==> src/rtl/expr_recognizer.sv <==
// expr_recognizer: streaming checker for arithmetic expressions with multi-digit
// operands, nested parentheses, sticky error code and operand counting.
module expr_recognizer #(
    parameter int W          = 8,
    parameter int MAX_DIGITS = 4,
    parameter int MAX_DEPTH  = 3,
    parameter int CNT_W      = 8,
    localparam int DEPTH_W   = (MAX_DEPTH > 0) ? $clog2(MAX_DEPTH + 1) : 1,
    localparam int DCNT_W    = (MAX_DIGITS > 1) ? $clog2(MAX_DIGITS + 1) : 1
) (
    input  logic               clk,
    input  logic               clr,
    input  logic               restart,
    input  logic               in_valid,
    input  logic [W-1:0]       in,
    output logic               out,
    output logic               err,
    output logic [2:0]         err_code,
    output logic [DEPTH_W-1:0] depth,
    output logic [CNT_W-1:0]   num_cnt
);
    typedef enum logic [1:0] {START, NUM, CLOSE, ERR} state_t;

    localparam logic [DEPTH_W-1:0] DEPTH_MAX = DEPTH_W'(MAX_DEPTH);
    localparam logic [DCNT_W-1:0]  DIG_MAX   = DCNT_W'(MAX_DIGITS);
    localparam logic [CNT_W-1:0]   CNT_SAT   = '1;

    state_t             state, state_n;
    logic [DCNT_W-1:0]  dcnt, dcnt_n;
    logic [DEPTH_W-1:0] depth_n;
    logic [CNT_W-1:0]   cnt_n;
    logic [2:0]         code_n;
    logic               high, is_digit, is_op, is_lp, is_rp;
    logic [6:0]         c;

    // Any set bit above the 7-bit ASCII range makes the character illegal.
    if (W > 7) begin : g_high
        assign high = |in[W-1:7];
    end else begin : g_nohigh
        assign high = 1'b0;
    end

    assign c        = in[6:0];
    assign is_digit = !high && c >= 7'h30 && c <= 7'h39;
    assign is_op    = !high && (c == 7'h2B || c == 7'h2D || c == 7'h2A || c == 7'h2F);
    assign is_lp    = !high && c == 7'h28;
    assign is_rp    = !high && c == 7'h29;

    always_comb begin
        state_n = state;
        dcnt_n  = dcnt;
        depth_n = depth;
        cnt_n   = num_cnt;
        code_n  = err_code;
        case (state)
            START: begin
                if (is_digit) begin
                    state_n = NUM;
                    dcnt_n  = DCNT_W'(1);
                    cnt_n   = (num_cnt == CNT_SAT) ? num_cnt : num_cnt + 1'b1;
                end else if (is_lp && depth < DEPTH_MAX) begin
                    depth_n = depth + 1'b1;
                end else begin
                    state_n = ERR;
                    code_n  = is_lp ? 3'd4 : 3'd1;
                end
            end
            NUM, CLOSE: begin
                if (is_digit && state == NUM && dcnt < DIG_MAX) begin
                    dcnt_n = dcnt + 1'b1;
                end else if (is_op) begin
                    state_n = START;
                end else if (is_rp && depth != '0) begin
                    state_n = CLOSE;
                    depth_n = depth - 1'b1;
                end else begin
                    state_n = ERR;
                    code_n  = is_rp ? 3'd3 : (is_digit && state == NUM) ? 3'd2 : 3'd1;
                end
            end
            default: ;
        endcase
    end

    always_ff @(posedge clk or negedge clr) begin
        if (!clr) begin
            state    <= START;
            dcnt     <= '0;
            depth    <= '0;
            num_cnt  <= '0;
            err_code <= '0;
        end else if (restart) begin
            state    <= START;
            dcnt     <= '0;
            depth    <= '0;
            num_cnt  <= '0;
            err_code <= '0;
        end else if (in_valid) begin
            state    <= state_n;
            dcnt     <= dcnt_n;
            depth    <= depth_n;
            num_cnt  <= cnt_n;
            err_code <= code_n;
        end
    end

    assign err = state == ERR;
    assign out = (state == NUM || state == CLOSE) && depth == '0;
endmodule

==> config.mk <==
export PLATFORM = sky130hd
export DESIGN_NAME = expr_recognizer
export DESIGN_NICKNAME = d
export VERILOG_FILES = /design/src/rtl/expr_recognizer.sv
export SDC_FILE = /design/constraint.sdc
export NUM_CORES = 1
export LEC_CHECK = 0
export ABC_AREA = 1
export CAP_MARGIN = 0
export CORE_UTILIZATION = 55
export CTS_CLUSTER_DIAMETER = 50
export DETAILED_ROUTE_END_ITERATION = 16
export PLACE_DENSITY = 0.95
export SKIP_CTS_REPAIR_TIMING = 1
export SYNTH_ARGS = -nofsm -noshare
export SYNTH_HDL_FRONTEND = slang
export SYNTH_SLANG_ARGS = --single-unit
export TNS_END_PERCENT = 100
==> constraint.sdc <==
create_clock -name clk -period 3.9 [get_ports clk]
set_input_delay 0.39 -clock clk [delete_from_list [all_inputs] [get_ports clk]]
set_output_delay 0.39 -clock clk [all_outputs]
set_load 0.1 [all_outputs]
# == Word level (Yosys, flattened, before mapping) ==
# Cells that the tools add are included.
# word_totals
output_inout_bits,15
regBits,18
# op_classes
muxes,37
magnitude_cmp,4
n_reduce_logical,28
n_eq_ne,21
add_sub_neg,4
# op_table
operator,count
$eq A7 B6 Y1 const B,6
$mux W8,5
$mux W3,12
$mux W2,15
$ne A3 B3 Y1 const B,9
$reduce_and A7 Y1,2
$pmux W3 S2,2
$reduce_and A4 Y1,3
$logic_and A1 B1 Y1,10
$add A8 B1 Y8 const B,1
$eq A8 B8 Y1 const B,1
$pmux W2 S2,2
$reduce_bool A2 Y1,4
$ge A7 B6 Y1 const B,1
$le A7 B6 Y1 const B,1
$eq A2 B2 Y1 const B,2
$logic_not A2 Y1,2
$logic_or A1 B1 Y1,4
$ne A4 B4 Y1 const B,1
$add A3 B1 Y3 const B,1
$lt A3 B3 Y1 const B,1
$reduce_bool A3 Y1,1
$add A2 B1 Y2 const B,1
$eq A2 B1 Y1 const B,1
6 further kinds,6

# == Logic depth before layout (Yosys ltp) ==
# logic_depth
word_depth,12
ltp_mapped,11
ltp_nobuf,11

# == Least setup slack after synthesis ==
# OpenSTA, ideal clock, no wires.
# synth_path
kind,flip-flop to output port
start,register depth[0]
end,output port out
path_buffers,0
arrival_time_ps,2407
slack_ps,1103
required_ps,3510
path_stages_with_launch,3
path_cell_list,dfrtp_1 > or2_1 > nor2_1
# synth_via
elab_chain_cells,2
# synth_rtl
item,line_no,rtl
start: declaration,19,"output logic [DEPTH_W-1:0] depth,"
start signal: assignment,101,depth <= depth_n;
$logic_not A2 Y1,108,assign out = (state == NUM || state == CLOSE) && depth == '0;
$logic_and A1 B1 Y1,108,
end: declaration,16,"output logic out,"
# Every way passes these cells.

# == Final worst setup path ==
# layout_path
start,register state[0]
end,output port out
# layout_via
elab_chain_cells,3
elab_cells_between_ends,4
cone_classes,2 x eq/ne; 2 x reduce/logical
# layout_rtl
item,line_no,rtl
start: declaration,28,"state_t state, state_n;"
start signal: assignment,99,state <= state_n;
$eq A2 B1 Y1 or $eq A2 B2 Y1 (tied branches),108,
$logic_or A1 B1 Y1 (*),108,
$logic_and A1 B1 Y1 (*),108,
# Every way passes the cells marked *; elsewhere a longest branch is shown, timed or not.

==> results.rst <==
.. list-table::
   :header-rows: 1

   * - Metric
     - Value
   * - Via Count
     - ~1,300
   * - Worst-Margin Slew
     - around 990 ps
   * - Fraction of the mapped netlist area in simple logic gates
     - 0.4331
   * - Setup slack, reg-to-reg
     - ~2000 ps
   * - CTS Root Buffer Type
     - clkbuf_4
   * - Fraction of layout instances using a drive strength above 1
     - 0.08929
   * - Die X-Extent
     - about 51 um
   * - Part of the cycle the worst path needs
     - 0.7416
   * - Status
     - finished clean
   * - NetSw
     - between 0.0006 and 0.0007 W
   * - Worst Hold Endpoint
     - err_code[1]
   * - Most utilized layer in the global route result
     - met2
   * - Number of cells on the worst hold path
     - 2
   * - Avg WL per Cell
     - about 12 um
   * - Clock edge transition at the registers on the reported setup and hold paths
     - between 100 and 150 ps
   * - Destination of the worst register-to-register timing path
     - err_code[0]
   * - Global-route met3 utilization
     - 0.03571
   * - Final design instance area without fill
     - between 1500 and 2000 sq um
   * - Setup Total Neg Slack
     - 0 ps
   * - Relative max-transition margin
     - 0.3402
   * - Area taken by multi-input logic gates
     - approximately 800 sq um
   * - Final setup vio count
     - 0
   * - Area after detailed placement
     - 1628 sq um
   * - Final worst slack
     - approximately 1000 ps
   * - Kind of start point of the critical path
     - flip-flop
   * - Total congestion overflow after global routing
     - 0
   * - Most area-consuming cells after synthesis
     - dfrtp_1 34%, nand2_1 16%, nand3_1 7.9%
   * - Worst path top cell family by delay
     - buffers and inverters
   * - Maximum root-to-sink buffer count
     - 2
   * - Syn-to-layout area delta
     - 24.42%
   * - Worst-Skew Late Latency
     - slightly below 300 ps
   * - Critical path type
     - reg2out
   * - Internal power consumption
     - 0.0004954 W
   * - Sequential cell area
     - approximately 450 sq um
   * - Chip Height
     - just over 50 um
   * - Drt first pass iters
     - 4
   * - Post-route DRC
     - 0
   * - R2r startpoint
     - state[0]
   * - Switching power share of the total
     - 0.5720
   * - Total routing usage reported by global routing
     - 0.2555
   * - Leak Pwr
     - 0.8432 nW
   * - Share of synthesized area spent on multiplexers
     - 0
   * - PwrDens
     - ~700 nW/um^2
   * - Clock tree from TritonCTS
     - yes
   * - Global-route wire length before repair
     - around 5 mm
   * - TritonCTS buffer count
     - 3
   * - Top cell type's share of synthesized area
     - 0.3368
   * - Buffer and inverter count on the worst path
     - 3
   * - Cell with the largest stage delay on the worst path
     - clkdlybuf4s50_1
   * - Net count, final
     - about 240
   * - Placeable core area
     - 2255 sq um
   * - Max-capacitance violation count
     - 0
   * - Total of warnings raised by yosys
     - 0
   * - Total nets after synthesis
     - 212
   * - Portion of total power attributed to the clock network
     - 0.103
   * - Number of DRC violations after detailed-routing iteration 0
     - 50
   * - Dominant combinational cell family by area after synthesis
     - simple AND/OR/NAND/NOR gates
   * - Row cnt
     - 17
   * - Number of pins with negative max-slew slack in the final report
     - 0
   * - Netlist area before placement
     - around 1300 sq um
   * - Final GP Congestion
     - slightly above 0.9
   * - Initial Util
     - 0.5932
   * - Number of distinct library cells after synthesis
     - 26
   * - Share of power burned in combinational logic
     - 0.658
   * - Final routed wirelength across all metal layers
     - 3.048 mm
   * - Synthesis-stage register bit count
     - 18
   * - Vias per inst
     - roughly 5.3
   * - DP Worst Slack
     - about 1300 ps
   * - Syn Inst Count
     - around 200
   * - Global-route track usage on met2
     - 0.4627
   * - Sequential share of the synthesized area
     - 0.3368
   * - Worst Path Max Fanout
     - 5
   * - CTS sink cnt
     - 18
   * - Number of buffers inserted by port buffering
     - 26
   * - Area share of xor/xnor cells in the synthesized design
     - 0.05239
   * - Data arrival, critical path
     - about 2500 ps
   * - Ordered cell list for the critical path
     - inv_1, ha_1, inv_2, nor2_1, clkdlybuf4s50_1
   * - Final worst path period need
     - about 2900 ps
   * - Cell taking the most area after synthesis
     - dfrtp_1
   * - Max Clk Rate
     - roughly 350 MHz
   * - CTS H-tree lvls
     - 1
   * - Worst endpoint required time
     - roughly 3500 ps
   * - Area of the die
     - between 2000 and 3000 sq um
   * - Utilization after layout
     - 0.7381
   * - Unrepaired setup endpoints after global routing
     - false
   * - Count of final hold-check violations
     - 0
   * - Pin count of the biggest net entering global routing
     - 19
   * - Ant diodes
     - 0
   * - Number of global-route vias before repair
     - 1,186
   * - Fillers
     - 189
   * - Maximum vdd drop
     - 495.9 uV
   * - Number of cells on the worst reg-to-reg path
     - 8
   * - Synthesized-area fraction occupied by adder cells
     - 0.04677
   * - Worst hold-check path type
     - reg2reg
   * - Hold wc startpoint
     - err_code[1]
   * - Critical Path End Type
     - primary output
   * - Final HPWL from detailed placement
     - about 2.4 mm
   * - Boundary pin count
     - 27
   * - Sequential share of power
     - 0.239
   * - Avg Synthesized Cell Area
     - about 6.9 sq um
   * - Compound-cell area share of the yosys netlist
     - 0.05987
   * - Maximum clock skew at final layout
     - roughly 1.0 ps
   * - Antenna violations before repair
     - 0
   * - Count of nets left with antenna violations after detail routing
     - 0
   * - Routing usage on met1
     - 0.3189
   * - Slowest cell delay on critical path
     - between 1000 and 1500 ps
[per-stage QoR]
| stage | std cells | total power, W | hold slack [ps] |
|---|---|---|---|
| 2_1_floorplan | 195 | 0.0008736 | 94.41 |
| 5_1_grt | 252 | 0.001225 | 524.7 |
| 3_3_place_gp | 248 | 0.001026 | 462.0 |
| 3_5_place_dp | 248 | 0.001039 | 469.2 |
| 4_1_cts | 252 | 0.001156 | 494.4 |
| 6_report | 252 | 0.001157 | 491.3 |
[registers in the layout, summed over array words and instances, names as in the netlist]
name      count
state         2
num_cnt       8
err_code      3
dcnt          3
depth         2
[final cells by class]
cell class,instances,share of cell area
timing repair buffer,26,0.1564
multi-input combinational,152,0.4759
clock buffer,4,0.02180
sequential,18,0.2707
tap,28,0.02105
inverter,24,0.05414
[cells in the mapped netlist]
cell type  number
nand2_1        57
or2_1           1
nand2_2         1
nand2_4         1
nor2_1         21
a21oi_4         1
o21ai_1         2
or2_2           2
xnor2_1         3
nand3_2         1
dfrtp_1        18
nor2_4          1
nor2_2          4
o21ai_0         5
xor2_1          5
ha_1            5
nand3_1        21
nand4_1        12
nor3_1          2
a21oi_1         4
nand3b_1        1
buf_2           1
nor4_1          1
inv_1          20
inv_2           4
a21oi_2         1
[layer usage]
layer | part of all wire | wire length [um]
met1 | 0.45 | 1358
met2 | 0.49 | 1491
met3 | 0.059 | 179
met4 | 0.0062 | 19
met5 | 0 | 0
[power by group through the flow]
stage	clock network [W]	logic [W]	registers, W
after floorplan	0	0.000405	0.000469
after global placement	0	0.000748	0.000277
after detailed placement	0	0.000759	0.000280
after CTS	0.000119	0.000760	0.000276
after global routing	0.000128	0.000814	0.000283
final	0.000119	0.000762	0.000277
[cells in the final DEF, fill, tap and decap left out, types with 5 or more instances in the layout]
| cell type | n |
|---|---|
| nand2_1 | 57 |
| clkdlybuf4s50_1 | 26 |
| nor2_1 | 21 |
| nand3_1 | 21 |
| inv_1 | 20 |
| dfrtp_1 | 18 |
| nand4_1 | 12 |
| o21ai_0 | 5 |
| xor2_1 | 5 |
| ha_1 | 5 |
[worst register-to-register path, cell delays in order (launching register included)]
cell and delay, ps:
dfrtp_1 410, inv_1 70, ha_1 390, inv_2 90
nor2_2 230, nand4_1 300, nand3_1 230, nand2_1 70
nand2_1 60
[logic make-up after synthesis]
kind of cell	Yosys count
fa+ha+maj	5
xor+xnor	8
simple gates	126
flops	18
compound gates	13
buf+inv	25
[worst max-delay path by stage]
stage,slack [ps],depth (start not counted),start,end
final,1010,5,state[0],out
after global routing,930,5,state[0],out
after CTS,1010,5,state[0],out
after detailed placement,1340,5,state[0],out
after global placement,1410,5,state[0],out
after floorplan,1100,2,depth[0],out
Note: power is estimated with default switching activity, not from simulation.
